[config.mk]
export PLATFORM = sky130hd
export DESIGN_NAME = bp_me_wormhole_arbiter
export DESIGN_NICKNAME = d
export VERILOG_FILES = /design/src/rtl/bp_me_wormhole_arbiter.sv
export SDC_FILE = /design/constraint.sdc
export NUM_CORES = 1
export LEC_CHECK = 0
export CAP_MARGIN = 15
export CORE_MARGIN = 1
export CORE_UTILIZATION = 24
export CTS_CLUSTER_SIZE = 25
export DETAILED_ROUTE_END_ITERATION = 10
export GPL_TIMING_DRIVEN = 0
export HOLD_SLACK_MARGIN = 0.08
export PLACE_DENSITY_LB_ADDON = 0.05
export SLEW_MARGIN = 20
export SYNTH_ARGS = -nofsm -noshare
export SYNTH_HDL_FRONTEND = slang
export SYNTH_SLANG_ARGS = --single-unit
[constraint.sdc]
create_clock -name clk_i -period 2.2 [get_ports clk_i]
set_input_delay 0.33 -clock clk_i [delete_from_list [all_inputs] [get_ports clk_i]]
set_output_delay 0.33 -clock clk_i [all_outputs]
set_load 0.05 [all_outputs]
[src/rtl/bp_me_wormhole_arbiter.sv]
// rtl/bp_me_wormhole_arbiter.sv - wormhole link arbiter, round-robin header arbitration with packet locking
// Define BP_ME_WH_ARB_FIXED_PRIO_EN for fixed-priority (lowest index) header arbitration.
module bp_me_wormhole_arbiter #(
  parameter int num_req_p    = 2,
  parameter int flit_width_p = 64,
  parameter int cord_width_p = 8,
  parameter int len_width_p  = 4
) (
  input  logic                                   clk_i,
  input  logic                                   reset_i,
  input  logic [num_req_p-1:0][flit_width_p-1:0] data_i,
  input  logic [num_req_p-1:0]                   v_i,
  output logic [num_req_p-1:0]                   ready_and_o,
  output logic [flit_width_p-1:0]                data_o,
  output logic                                   v_o,
  input  logic                                   ready_and_i,
  output logic [num_req_p-1:0]                   grant_o,
  output logic                                   busy_o
);

  localparam int ptr_width_lp = (num_req_p > 1) ? $clog2(num_req_p) : 1;

  typedef enum logic {e_idle, e_busy} state_e;

  state_e                  state_r, state_n;
  logic [len_width_p-1:0]  count_r, count_n;
  logic [ptr_width_lp-1:0] owner_r, owner_n;
  logic [ptr_width_lp-1:0] arb_idx, sel_idx, k;
  logic [num_req_p-1:0]    arb_grant;
  logic [len_width_p-1:0]  hdr_len;
  logic                    in_busy, hs;

`ifdef BP_ME_WH_ARB_FIXED_PRIO_EN
  // Descending scan so the lowest valid index is the last writer.
  always_comb begin
    arb_grant = '0;
    arb_idx   = '0;
    k         = '0;
    for (int i = num_req_p - 1; i >= 0; i--) begin
      k = ptr_width_lp'(i);
      if (v_i[k]) begin
        arb_grant    = '0;
        arb_grant[k] = 1'b1;
        arb_idx      = k;
      end
    end
  end
`else
  logic [ptr_width_lp-1:0] last_ptr_r, last_ptr_n;

  // Scan offsets from far to near so the requester right after last_ptr wins.
  always_comb begin
    arb_grant = '0;
    arb_idx   = '0;
    k         = '0;
    for (int i = num_req_p; i >= 1; i--) begin
      k = ptr_width_lp'((int'(last_ptr_r) + i) % num_req_p);
      if (v_i[k]) begin
        arb_grant    = '0;
        arb_grant[k] = 1'b1;
        arb_idx      = k;
      end
    end
  end
`endif

  // Reset forces the idle view of the outputs even while the state register is still busy.
  always_comb begin
    in_busy = (state_r == e_busy) && !reset_i;
    sel_idx = in_busy ? owner_r : arb_idx;
    grant_o = '0;
    if (in_busy) grant_o[owner_r] = 1'b1;
    else         grant_o = arb_grant;
    data_o      = data_i[sel_idx];
    v_o         = in_busy ? v_i[owner_r] : |v_i;
    ready_and_o = grant_o & {num_req_p{ready_and_i}};
    busy_o      = in_busy;
    hs          = v_o & ready_and_i;
    hdr_len     = data_o[cord_width_p +: len_width_p];
  end

  always_comb begin
    state_n = state_r;
    count_n = count_r;
    owner_n = owner_r;
`ifndef BP_ME_WH_ARB_FIXED_PRIO_EN
    last_ptr_n = last_ptr_r;
`endif
    if (hs) begin
      case (state_r)
        e_idle: begin
`ifndef BP_ME_WH_ARB_FIXED_PRIO_EN
          last_ptr_n = arb_idx;
`endif
          if (hdr_len != '0) begin
            count_n = hdr_len;
            owner_n = arb_idx;
            state_n = e_busy;
          end
        end
        e_busy: begin
          count_n = count_r - 1'b1;
          if (count_r == len_width_p'(1)) state_n = e_idle;
        end
        default: state_n = e_idle;
      endcase
    end
  end

  always_ff @(posedge clk_i) begin
    if (reset_i) begin
      state_r <= e_idle;
      count_r <= '0;
      owner_r <= '0;
`ifndef BP_ME_WH_ARB_FIXED_PRIO_EN
      last_ptr_r <= ptr_width_lp'(num_req_p - 1);
`endif
    end else begin
      state_r <= state_n;
      count_r <= count_n;
      owner_r <= owner_n;
`ifndef BP_ME_WH_ARB_FIXED_PRIO_EN
      last_ptr_r <= last_ptr_n;
`endif
    end
  end

endmodule

Yosys cells after proc, flatten, opt, wreduce, memory -nomap -nowiden
Index checks and enable logic that the tools add are counted.

operators by class
  bitwise operators = 3
  mux-type cells = 26
  reductions and logical operators = 10
  multiply operators = 0
  divide/modulo/power cells = 0
  add/sub/neg operators = 3
  order comparisons = 7
  shifts and indexed selects = 0
  equal/unequal tests = 2

operator list
  cell                 count
  $mux 64              2
  $mux 1               15
  $lt 1x2->1 const B   4
  $pmux 4 s2           1
  $mux 2               3
  $eq 4x1->1 const B   1
  $logic_and 1x1->1    4
  $mux 4               1
  $reduce_and 2->1     2
  $reduce_bool 4->1    1
  $sub 4x1->4 const B  1
  $demux 1 s1          3
  $ge 1x1->1 const B   3
  $reduce_and 3->1     1
  $add 1x1->1 const B  2
  $and 2x2->2          1
  $ne 2x2->1 const B   1
  $pmux 1 s2           1
  $reduce_or 2->1      1
  $and 1x1->1          1
  $logic_not 1->1      1
  $not 1->1            1

storage, ports and cells
  memories = 0
  register bits after elaboration = 7
  latch bits = 0
  bits in writable memories = 0
  memory bits (read-only) = 0

Depth between registers and ports, before layout
Gate-level depths: netlist (run 1).

  depth after elaboration = 11
  depth in mapped cells = 8
  gate-level depth less buffers = 5

Worst setup path before layout (run 1)
Ideal clock, no wire load.

  kind = input to output
  from = input port reset_i
  to = output port ready_and_o[0]
  required time = 1.870 ns
  setup slack = -0.390 ns
  arrival = 2.260 ns
  stages = 5
  path through = buf_4 nor2b_1 buf_6 mux2i_1 and2_1

between the ends
  word-level cells in the longest chain between the ends = 4

ends and longest elaborated chain
  item                RTL line  RTL
  start: declaration  10        input logic reset_i,
  $logic_not 1->1     69        in_busy = (state_r == e_busy) && !reset_i;
  $logic_and 1x1->1   69
  net busy_o          18        output logic busy_o
  $mux 2              72        if (in_busy) grant_o[owner_r] = 1'b1;
  net grant_o[0]      17        output logic [num_req_p-1:0] grant_o,
  $and 2x2->2         76        ready_and_o = grant_o & {num_req_p{ready_and_i}};
  end: declaration    13        output logic [num_req_p-1:0] ready_and_o,

The timed path passes the listed nets, and every way through them passes these cells.

Worst setup path after layout (run 1)
  from = register state_r
  to = output port data_o[38]

between the ends
  word-level cells in the longest chain between the ends = 4

ends and longest elaborated chain
  item                                        RTL line  RTL
  start: declaration                          25        state_e state_r, state_n;
  start signal: assignment                    112       state_r <= e_idle;
  start signal: assignment                    119       state_r <= state_n;
  $logic_and 1x1->1                           69
  $mux 1                                      70        sel_idx = in_busy ? owner_r : arb_idx;
  $mux 64 (implied by the code) (2 in a row)  74        data_o = data_i[sel_idx];
  end: declaration                            14        output logic [flit_width_p-1:0] data_o,

No other way between the ends. The select of a mux whose other input is x is not followed.

==> results.txt, run 1 <==
* Number of different library cells in the post-synthesis netlist: 32
- Critical-path top delay cell: sky130_fd_sc_hd__dfxtp_2
- Die Outline Area: 0.00609 mm²
- Summed over all failing endpoints, the final setup total negative slack is -131 ps.
* Largest incremental delay on the critical path: ~360 ps
* Number of top-level pins: roughly 200
- Number of maximum-capacitance constraint violations: 0
- Hold path start: reset_i
- Final layout net count: 500
- Summing internal, switching and leakage power gives 1.82 mW.
* Slew margin rel.: 0.643
- Fmax: roughly 0.45 GHz
- The routed layout has slightly above 2000 vias.
* Avg Synthesized Cell Area: around 9.4 µm²
- Subtracting the final worst setup slack from the clock period gives ~2200 ps.
- The worst register-to-register path has a depth of 7.
- In this run the tool buffered the top-level ports with between 200 and 250 buffer cells.
- FILL cells: about 400
* Area after DPL: around 0.0035 mm²
- For flop-to-flop paths, the worst setup slack is ~500 ps.
- The critical path in this run is classified as flop to output port.
- Counting the buffers created by CTS gives 3.
- CTS root buf: sky130_fd_sc_hd__clkbuf_8
- The startpoint identified for the worst register-to-register timing path is state_r.
- CP endpoint: data_o[38]
* Total nets after synthesis: about 280
* Total number of yosys warnings: 0
- For this run, global-route usage on met1 was measured as 0.312.
- In the synthesized netlist, the number of instances is approximately 150.
* Hpwl dp: between 6000 and 7000 µm
- WP buf/inv: 4
* Post-route fraction of the period consumed by the critical path: 1.01
- IR analysis of the VDD net gives a maximum drop of around 420 µV.
- Hold path depth: 2
- Seq/Total Area, Yosys: 0.101
- Areal power density over the cells: between 400 and 500 mW/mm²
- Post-route antenna net violation count: 0
- Endpoint kind of the worst setup timing path: output port
- Commonest cells after routing, fill and taps aside: sky130_fd_sc_hd__clkdlybuf4s50_1, sky130_fd_sc_hd__buf_6, sky130_fd_sc_hd__mux2_4
- In this run the critical register-to-register path is captured at count_r[1].
- Number of detailed-routing iterations run before antenna repair: 4
- Top delay family on crit path: buffers and inverters
- In this run the number of cells on the critical path is 7.
- Area of all placed cells without fillers: slightly above 0.004 mm²
- Setup repair after global routing could not meet its margin everywhere.
* Met2 Track Usage GR: 0.414
- Crit-path cells: nor2b_4, buf_6, o21a_4, buf_12, clkbuf_16, mux2_4, buf_8
- Once layout is complete, the utilization of the core stands at 0.736.
* Critical path startpoint: state_r
* Crit path launch type: flop
- Summed over all layers, the global routing overflow is 0.
* Peak-usage layer in the global routing report: met2
* Total standard cell area after synthesis: between 0.001 and 0.0015 mm²
- Across all setup checks in the final design, the least slack found is -23.3 ps.
* Largest driver fanout on the critical path: 8
* CTS tree: done
- Data on the critical path is required at its endpoint by between 1500 and 2000 ps.
* Data arrival time of the critical path: about 1900 ps
* Per-cell via count in the routed design: between 4 and 5
- Clock skew: between 1 and 1.5 ps
* Bufs on Longest Clock Path: 2
- Violated checks: setup timing
- Gp weighted congestion: 0.875
- Outcome: complete, but fails checks
* Final setup fails: 10
- Entering global routing, the biggest net connects 11 pins.
- The number of antenna diodes in the final layout is 0.
- In the final layout, the share of cells above drive strength 1 is 0.456.
* Final wirelength: just under 9000 µm
- The initial antenna violation count was 0.
- The number of max-slew violations in the final report is 0.
- Wire length of the first global-routing pass: approximately 11000 µm
- For met3 alone, demand over resource in global routing was 0.0640.
- Core region area: 0.00554 mm²
* Starting utilization of the core area: 0.250
* Most common cell after layout, fill and taps aside: sky130_fd_sc_hd__clkdlybuf4s50_1
- Number of failing hold endpoints at the final stage: 0
- After detailed routing, the average wire length per cell comes to between 20 and 25 µm.
- Num rows: 27
* Hold Crit Class: input pin to flop
- Pleak: between 1.5 and 2 nW
- The die is 78.0 µm wide.
- In the global route stage, overall resource usage came out at 0.243.
* Via count of the first global-routing pass: 1864
- In this run, the number of DRC markers left after iteration 0 of detailed routing was 41.
* Clock latency on the worst-skew pair: about 230 ps
- Clock tree synthesis found a total of 7 sinks.
* Clock-pin slew on the worst setup and hold paths: 40 ps
- Total of flip-flops plus latches after synthesis: 7
- From bottom edge to top edge, the die measures just under 80 µm.
* Number of levels the H-tree was split into: 1
- At the pin with the least slew margin, the transition time is approximately 540 ps.
- In the routed design, unresolved DRC markers number 0.
- Layout overhead on the synthesized area: 194%
==> power by group <==
part           internal, mW  total [mW]  switching (mW)
Combinational         0.735        1.48           0.743
Sequential            0.141       0.155          0.0143
Clock                 0.126       0.186          0.0600
Total                  1.00        1.82           0.817
==> cells by family (layout without fill, tap and decap cells) <==
group | Yosys count | after routing | share of synthesized area
flip-flops | 7 | 7 | 0.101
AO/OA/AOI/OAI | 26 | 26 | 0.134
adder cells (fa/ha/maj) | 2 | 2 | 0.0180
AND/OR/NAND/NOR | 29 | 29 | 0.109
multiplexers | 68 | 68 | 0.551
buffers and inverters | 15 | 232 | 0.0866
==> state kept, by name (all words and copies together), names as in the netlist <==
signal,flops
state_r,1
count_r,4
owner_r,1
last_ptr_r,1
==> worst min-delay path by stage <==
stage                             to  slack [ps]
after floorplan           count_r[1]         480
after global placement    count_r[1]         500
after detailed placement  count_r[1]         510
after CTS                    state_r         350
after global routing         owner_r         370
final                        state_r         360
==> layout make-up <==
class / instances / area [µm²] / area share
buffer: 10 / 158 / 0.0387
clock buffer: 4 / 45.0 / 0.0110
inverter: 5 / 22.5 / 0.00552
multi-input combinational: 125 / 1270 / 0.311
sequential: 7 / 144 / 0.0353
tap: 72 / 90.1 / 0.0221
timing repair buffer: 213 / 2350 / 0.576
==> timing repair <==
item                                    in CTS  in global routing
cloned                                       1                  5
endpoints found under the hold margin        0                  0
endpoints found under the setup margin      69                 62
setup buffers                                5                  1
resized for setup                          436                 86
hold buffers                                 0                  0
pin swaps                                    0                  2
==> cell usage after synthesis <==
cell	count	area, µm²
sky130_fd_sc_hd__o21a_4	1	15.0
sky130_fd_sc_hd__a21oi_1	7	35.0
sky130_fd_sc_hd__nor4_1	2	12.5
sky130_fd_sc_hd__nand2_1	8	30.0
sky130_fd_sc_hd__o22ai_2	1	12.5
sky130_fd_sc_hd__and2_1	2	12.5
sky130_fd_sc_hd__nor2_1	6	22.5
sky130_fd_sc_hd__a41oi_1	1	8.76
sky130_fd_sc_hd__a211oi_1	1	7.51
sky130_fd_sc_hd__o211ai_1	2	15.0
sky130_fd_sc_hd__nor3b_1	2	15.0
sky130_fd_sc_hd__dfxtp_1	7	140
sky130_fd_sc_hd__buf_4	1	7.51
sky130_fd_sc_hd__o22ai_1	1	6.26
sky130_fd_sc_hd__buf_6	8	90.1
sky130_fd_sc_hd__ha_1	2	25.0
sky130_fd_sc_hd__mux2_2	63	709
sky130_fd_sc_hd__nor3_1	1	5.00
sky130_fd_sc_hd__o2111ai_1	1	8.76
sky130_fd_sc_hd__clkbuf_1	1	3.75
sky130_fd_sc_hd__a21bo_2	1	10.0
sky130_fd_sc_hd__mux2i_1	4	40.0
sky130_fd_sc_hd__a31oi_1	2	12.5
sky130_fd_sc_hd__nand3b_1	3	22.5
sky130_fd_sc_hd__a221oi_2	1	15.0
sky130_fd_sc_hd__nor2b_1	3	18.8
sky130_fd_sc_hd__a21o_1	1	7.51
sky130_fd_sc_hd__o21ai_0	5	25.0
sky130_fd_sc_hd__o31ai_1	1	7.51
sky130_fd_sc_hd__nand2b_1	2	12.5
sky130_fd_sc_hd__inv_1	5	18.8
sky130_fd_sc_hd__mux2_4	1	15.0
==> metal layers <==
metal | wire [µm] | vias up | share of wire
met5 | 0 | - | 0
met4 | 46 | 0 | 0.0052
met3 | 776 | 6 | 0.088
met2 | 4270 | 97 | 0.49
met1 | 3700 | 950 | 0.42
li1 | - | 987 | -
==> through the flow <==
| stage | instances | hold slack [ps] | setup slack [ps] |
|---|---|---|---|
| after floorplan | 147 | 478 | 30.8 |
| after global placement | 420 | 498 | -877 |
| after detailed placement | 420 | 509 | -893 |
| after CTS | 430 | 346 | -22.4 |
| after global routing | 436 | 374 | -68.4 |
| final | 436 | 356 | -23.3 |
Power figures use the tool's default switching activity.
==> run 2: changes to the inputs <==
--- a/config.mk
+++ b/config.mk
@@ -8,6 +8,7 @@
 export CAP_MARGIN = 15
 export CORE_MARGIN = 1
 export CORE_UTILIZATION = 24
+export CTS_CLUSTER_DIAMETER = 30
 export CTS_CLUSTER_SIZE = 25
 export DETAILED_ROUTE_END_ITERATION = 10
 export GPL_TIMING_DRIVEN = 0
==> results of run 2 <==
The final DEF is identical to that of run 1; final timing and power are the same.
